File: config.mk
export PLATFORM = sky130hd
export DESIGN_NAME = btn_debouncer
export DESIGN_NICKNAME = d
export VERILOG_FILES = /design/src/rtl/btn_debouncer.sv
export SDC_FILE = /design/constraint.sdc
export NUM_CORES = 1
export LEC_CHECK = 0
export BUFFER_PORTS_ARGS = -buffer_cell sky130_fd_sc_hd__buf_4
export CAP_MARGIN = 40
export CORE_MARGIN = 10
export CORE_UTILIZATION = 35
export CTS_CLUSTER_SIZE = 40
export DETAILED_ROUTE_END_ITERATION = 8
export PLACE_DENSITY = 0.51
export SKIP_CTS_REPAIR_TIMING = 1
export SLEW_MARGIN = 20
export SYNTH_ARGS = -nofsm -noshare
export SYNTH_HDL_FRONTEND = slang
export SYNTH_SLANG_ARGS = --single-unit
File: constraint.sdc
create_clock -name clock -period 2.33 [get_ports clock]
set_clock_uncertainty 0.2 [all_clocks]
set_input_delay 0.466 -clock clock [delete_from_list [all_inputs] [get_ports clock]]
set_output_delay 0.466 -clock clock [all_outputs]
set_load 0.05 [all_outputs]
File: src/rtl/btn_debouncer.sv
// Button input conditioning: two-flop synchronizer, per-button debounce,
// rising-edge pulse and lowest-index-wins command resolve. All outputs are registered.

module btn_deb_lane #(
  parameter int NB_DEB     = 11,
  parameter int DEB_CYCLES = 2000
) (
  input  logic clock,
  input  logic i_reset,
  input  logic btn_i,
  output logic level_o,
  output logic level_nxt_o
);
  localparam logic [NB_DEB-1:0] CNT_MAX = NB_DEB'(DEB_CYCLES - 1);

  logic              s1_q, s2_q, stb_q, stb_d;
  logic [NB_DEB-1:0] cnt_q, cnt_d;

  // Any cycle where s2 agrees with the stable level restarts the count,
  // so only an unbroken run of DEB_CYCLES disagreeing cycles is accepted.
  always_comb begin
    stb_d = stb_q;
    cnt_d = '0;
    if (s2_q != stb_q) begin
      if (cnt_q == CNT_MAX) stb_d = s2_q;
      else                  cnt_d = cnt_q + NB_DEB'(1);
    end
  end

  always_ff @(posedge clock or negedge i_reset) begin
    if (!i_reset) begin
      s1_q  <= 1'b0;
      s2_q  <= 1'b0;
      stb_q <= 1'b0;
      cnt_q <= '0;
    end else begin
      s1_q  <= btn_i;
      s2_q  <= s1_q;
      stb_q <= stb_d;
      cnt_q <= cnt_d;
    end
  end

  assign level_o     = stb_q;
  assign level_nxt_o = stb_d;
endmodule

module btn_debouncer #(
  parameter int N_BTN      = 4,
  parameter int NB_DEB     = 11,
  parameter int DEB_CYCLES = 2000
) (
  input  logic             clock,
  input  logic             i_reset,
  input  logic [N_BTN-1:0] i_btn,
  output logic [N_BTN-1:0] o_btn_level,
  output logic [N_BTN-1:0] o_btn_pulse,
  output logic [N_BTN-1:0] o_btn_cmd,
  output logic             o_btn_multi
);
  logic [N_BTN-1:0] lvl_q, lvl_d;
  logic [N_BTN-1:0] pulse_q, pulse_d;
  logic [N_BTN-1:0] cmd_q, cmd_d;
  logic             multi_q, multi_d;

  for (genvar b = 0; b < N_BTN; b++) begin : g_lane
    btn_deb_lane #(
      .NB_DEB     (NB_DEB),
      .DEB_CYCLES (DEB_CYCLES)
    ) u_lane (
      .clock       (clock),
      .i_reset     (i_reset),
      .btn_i       (i_btn[b]),
      .level_o     (lvl_q[b]),
      .level_nxt_o (lvl_d[b])
    );
  end

  // Edge and priority logic use next-state levels so pulse/cmd/multi
  // register on the same edge the level rises.
  always_comb begin
    pulse_d = lvl_d & ~lvl_q;
    cmd_d   = pulse_d & (~pulse_d + N_BTN'(1));
    multi_d = |(pulse_d & (pulse_d - N_BTN'(1)));
  end

  always_ff @(posedge clock or negedge i_reset) begin
    if (!i_reset) begin
      pulse_q <= '0;
      cmd_q   <= '0;
      multi_q <= 1'b0;
    end else begin
      pulse_q <= pulse_d;
      cmd_q   <= cmd_d;
      multi_q <= multi_d;
    end
  end

  assign o_btn_level = lvl_q;
  assign o_btn_pulse = pulse_q;
  assign o_btn_cmd   = cmd_q;
  assign o_btn_multi = multi_q;
endmodule
Word-level counts from Yosys, hierarchy flattened
Cells that the tools add are included.
W data, S select, Z words.
{"block": "classes", "n_eq_ne": 8, "addsub": 6, "n_reduce_logical": 1, "bitwise": 5, "mux": 16}
{"cell": "$mux W11", "count": 8}
{"cell": "$add A11 B1 Y11 const B", "count": 4}
{"cell": "$eq A11 B11 Y1 const B", "count": 4}
{"cell": "$and A4 B4 Y4", "count": 3}
{"cell": "$mux W1", "count": 8}
{"cell": "$not A4 Y4", "count": 2}
{"cell": "$add A4 B1 Y4 const B", "count": 1}
{"cell": "$ne A1 B1 Y1", "count": 4}
{"cell": "$reduce_or A4 Y1", "count": 1}
{"cell": "$sub A4 B1 Y4 const B", "count": 1}
{"block": "word_totals", "register_bits": 65, "out_inout_bits": 13, "wordCells": 55}

Longest topological paths before layout
{"block": "depth", "word_depth": 7, "depth_mapped": 6, "ltp_nobuf": 6}

Hierarchy
From an unflattened synthesis, not the netlist that was laid out.
{"block": "hier_totals", "hier_cells": 267, "area_unflattened_um2": 2857.7}
{"module": "btn_deb_lane", "n_inst": 4, "cells_per_inst": 62, "seq_area_each_um2": 350.3, "area_per_inst_um2": 636.9}
{"module": "btn_debouncer", "n_inst": 1, "cells_per_inst": 19, "seq_area_each_um2": 200.2, "area_per_inst_um2": 310.3}

Least setup slack after synthesis
Ideal clock, no wire load.
{"block": "synth_path", "path_type": "reg-to-reg", "from": "reg g_lane[0].u_lane.cnt_q[0]", "to": "reg g_lane[0].u_lane.stb_q", "slack_ns": 0.428, "required_time_ns": 2.002, "path_stages_with_launch": 5, "arrival_ns": 1.575, "path_buffers": 0, "path_cell_list": "dfrtp_1 -> ha_1 -> nand3_2 -> or4_1 -> mux2_1"}
{"block": "synth_via", "elab_chain_len": 3}
{"item": "start, declared", "line_no": "17", "rtl": "logic [NB_DEB-1:0] cnt_q, cnt_d;"}
{"item": "start signal, assigned", "line_no": "40", "rtl": "cnt_q <= cnt_d;"}
{"item": "$eq A11 B11 Y1", "line_no": "25", "rtl": "if (cnt_q == CNT_MAX) stb_d = s2_q;"}
{"item": "$mux W1", "line_no": "25"}
{"item": "$mux W1", "line_no": "24", "rtl": "if (s2_q != stb_q) begin"}
{"item": "named net g_lane[0].u_lane.level_nxt_o", "line_no": "12", "rtl": "output logic level_nxt_o"}
{"item": "end signal, assigned", "line_no": "39", "rtl": "stb_q <= stb_d;"}
{"item": "end, declared", "line_no": "16", "rtl": "logic s1_q, s2_q, stb_q, stb_d;"}
The timed path passes the listed nets, and every way through them passes these cells.

Worst setup path after layout
{"block": "layout_path", "from": "reg g_lane[0].u_lane.cnt_q[0]", "to": "reg g_lane[0].u_lane.cnt_q[10]"}
{"block": "layout_via", "elab_chain_len": 3, "elab_cells_between_ends": 4, "cone_classes": "add/sub (1); eq/ne (1); mux (2)"}
{"item": "$add A11 B1 Y11 or $eq A11 B11 Y1 (tied branches)", "line_no": "26, 25"}
{"item": "$mux W11 (*)", "line_no": "25"}
{"item": "$mux W11 (*)", "line_no": "24"}
{"item": "named net g_lane[0].u_lane.cnt_d[10]", "line_no": "17"}
The timed path passes the listed nets; every way through them passes the cells marked *.

==> out/qor.txt <==
initial antenna violation count - 0
routed vias/inst - 4.643
maximum clock frequency - 484.7 MHz
worst min-delay path class - primary input to register
Synthesis Warnings - 0
leading cell types by total area after synthesis - dfrtp_1 58%, nor2_1 6.4%, xor2_1 6.0%, xnor2_1 5.7%, nand4_1 2.7%
M2 GR Usage - 13.20%
pre-CTS setup slack - 271.6 ps
Antenna Violating Nets Remaining - 0
Detailed Place HPWL - 3308 µm
DR DRC count - 0
Final setup viols - 0
filler-free cell count of the finished design - 381
Total Neg Setup Slack - 0 ps
# nets final - 285
Total Routing Usage GR - 9.018%
fraction of layout cells with a size suffix above 1 - 16.13%
total clock sinks - 64
total of max-cap violations - 0
RSZ-0062 raised after global routing - false
data required time at the worst endpoint - 2340 ps
element type at the critical path end - register
synthesized area per cell - 11.15 µm²
Hold Violations, Final - 0
cell count after placement - 365
CTS tree - done
core area - 7727 µm²
GRT met3 Usage - 4.366%
Worst EP arrival - 2080 ps
number of unique standard cell types used by synthesis - 34
leakage dissipation - 1.441 nW
startpoint of the worst register-to-register path - g_lane[0].u_lane.cnt_q[0]
total I/O pin count - 19
x dimension of the die - 109.1 µm
insertion delay of the later-clocked pin in the worst-skew pair - 330 ps
Power Density - 645.8 nW/µm²
highest-utilization routing layer at the global route stage - met2
Initial Utilization - 35.93%
placer's final routability congestion estimate - 0.7478
depth of the worst register-to-register path - 5
critical path peak fanout - 9
Multi-input gate area - 1096 µm²
routed length per placed instance - 12.77 µm
post-route core utilization - 41.60%
number of buffers inserted during clock tree synthesis - 9
total power consumption of the routed design - 0.002076 W
fin crit share - 88.55%
area leader, netlist - dfrtp_1
highest cell delay on the worst timing path - 610 ps
via count - 1769
root buffer cell - clkbuf_8
combined area of all synthesized cells - 2776 µm²
maximum count of clock buffers along a single path - 2
maximum number of pins on one net before global-route repair - 38
count of input and output buffers - 18
worst reg2reg setup slack - 270 ps
area share of the largest cell type after synthesis - 57.68%
worst setup slack after layout - 266.7 ps
category of the most critical setup path - register to register
crit path to - g_lane[0].u_lane.cnt_q[10]
via count of the first global-routing pass - 1819
total area of sequential cells - 1602 µm²
number of detailed-routing iterations run before antenna repair - 5
number of diodes - 0
Area growth syn-to-layout - 15.77%
launching element of the worst setup path - g_lane[0].u_lane.cnt_q[0]
filler instances - 766
total overflow reported by the global router - 0
portion of the post-synthesis area used by sequential elements - 57.68%
kind of start point of the critical path - register
post-synthesis register bit count - 64
nets in the synthesized netlist - 259
clock transition at the register clock pins on the worst setup and hold paths after CTS - 70 ps
slew margin rel. - 75.51%
Post-Route WL - 4864 µm
status - finished clean
crit path max-delay cell type - or4_1
global-route wire length before repair - 8431 µm
number of DRC violations after detailed-routing iteration 0 - 88
Vert. Die Dim - 109.1 µm
number of instances in the synthesized netlist - 249
actual slew at the worst max-slew pin - 364.7 ps
maximum resistive drop on vdd - 417.6 µV
met1 track utilization from global routing - 11.03%
capture point of the worst reg-to-reg path - g_lane[0].u_lane.cnt_q[10]
H-tree levels - 3
Die Footprint - 11900 µm²
critical path, cell by cell - ha_1 > nand3_2 > or4_1 > nand2_1 > nor2_1
Rows - 32
Final Max Slew Viols - 0
Final min period - 2063 ps
[report_power, final]
group / total, W / switching [W] / internal, W
logic: 0.0000786 / 0.0000497 / 0.0000289
clock network: 0.000843 / 0.000404 / 0.000439
registers: 0.00115 / 0.0000188 / 0.00113
total: 0.00208 / 0.000473 / 0.00160
[kinds of logic (layout without fill, tap and decap cells)]
kind of cell | count (synthesis) | count (layout) | synth area share [%]
XOR/XNOR | 37 | 37 | 11.67
buffers and inverters | 15 | 45 | 2.839
AND/OR/NAND/NOR | 119 | 119 | 22.94
multiplexers | 4 | 4 | 1.622
flip-flops | 64 | 64 | 57.68
adder cells (fa/ha/maj) | 4 | 4 | 1.803
AO/OA/AOI/OAI | 6 | 6 | 1.442
[area by class of cell]
cell class / count / area share, %
tap: 102 / 3.970
inverter: 7 / 0.8564
clock buffer: 13 / 4.944
sequential: 64 / 49.83
multi-input combinational: 170 / 34.10
clock inverter: 2 / 0.4671
timing repair buffer: 23 / 5.839
[metal layers]
| layer | vias to the layer above | wire length, µm |
|---|---|---|
| li1 | 886 | - |
| met1 | 854 | 2418 |
| met2 | 24 | 2112 |
| met3 | 5 | 264 |
| met4 | 0 | 68 |
| met5 | - | 0 |
[placed cells by master, fill, tap and decap left out, types with 2 or more instances in the layout]
cell        count
a21o_1          3
a21oi_1         2
and3_1          5
and4_1          4
buf_4          21
clkbuf_1        2
clkbuf_8       11
clkinvlp_4      2
dfrtp_1        64
ha_1            4
inv_1           6
mux2_2          3
nand2_1        12
nand2b_1        6
nand3_1         7
nand3b_1        2
nand4_1        12
nor2_1         47
nor3_1         11
nor4_2          2
or4_1           2
xnor2_1        18
xor2_1         19
[state kept, by name, indices dropped and copies added, names as in the netlist]
register,flops
g_lane.u_lane.cnt_q,44
g_lane.u_lane.level_o,4
g_lane.u_lane.s1_q,4
g_lane.u_lane.s2_q,4
o_btn_pulse,4
o_btn_cmd,3
o_btn_multi,1
[synthesized netlist by cell type]
cell type   n
dfrtp_1    64
nor2_1     47
xor2_1     19
xnor2_1    18
nand2_1    12
nand4_1    12
nor3_1     11
nand3_1     7
inv_1       6
nand2b_1    6
and3_1      5
buf_4       5
and4_1      4
ha_1        4
a21o_1      3
mux2_2      3
a21oi_1     2
buf_2       2
nand3b_1    2
nor4_2      2
or4_1       2
a211oi_1    1
clkbuf_1    1
clkinv_2    1
mux2_1      1
nand3_2     1
nand4b_1    1
nor3b_1     1
nor4_4      1
nor4b_1     1
or2_1       1
or3b_1      1
or3b_2      1
or4_4       1
[worst max-delay path, delay by kind of cell (launching register included)]
family	cells	cell delay (ps)
adders and majority gates	1	210
and+or+nand+nor	4	1150
DFF	1	380
[worst min path at each step]
stage,startpoint,end,cells after the start
3_5_place_dp,g_lane[1].u_lane.s1_q,g_lane[1].u_lane.s2_q,0
4_1_cts,i_reset,g_lane[2].u_lane.cnt_q[7],1
2_1_floorplan,i_reset,g_lane[0].u_lane.cnt_q[0],0
5_1_grt,i_btn[3],g_lane[3].u_lane.s1_q,1
6_report,i_btn[1],g_lane[1].u_lane.s1_q,1
3_3_place_gp,g_lane[2].u_lane.s1_q,g_lane[2].u_lane.s2_q,0
[per-stage QoR]
| stage | cell area, µm² | hold slack, ps |
|---|---|---|
| global placement | 3030 | 132.6 |
| global route | 3214 | 10.68 |
| finish | 3214 | 35.77 |
| CTS | 3204 | -159.7 |
| detailed placement | 3030 | 136.4 |
| floorplan | 2776 | -29.59 |
No activity file was read; power rests on OpenSTA's default activity.
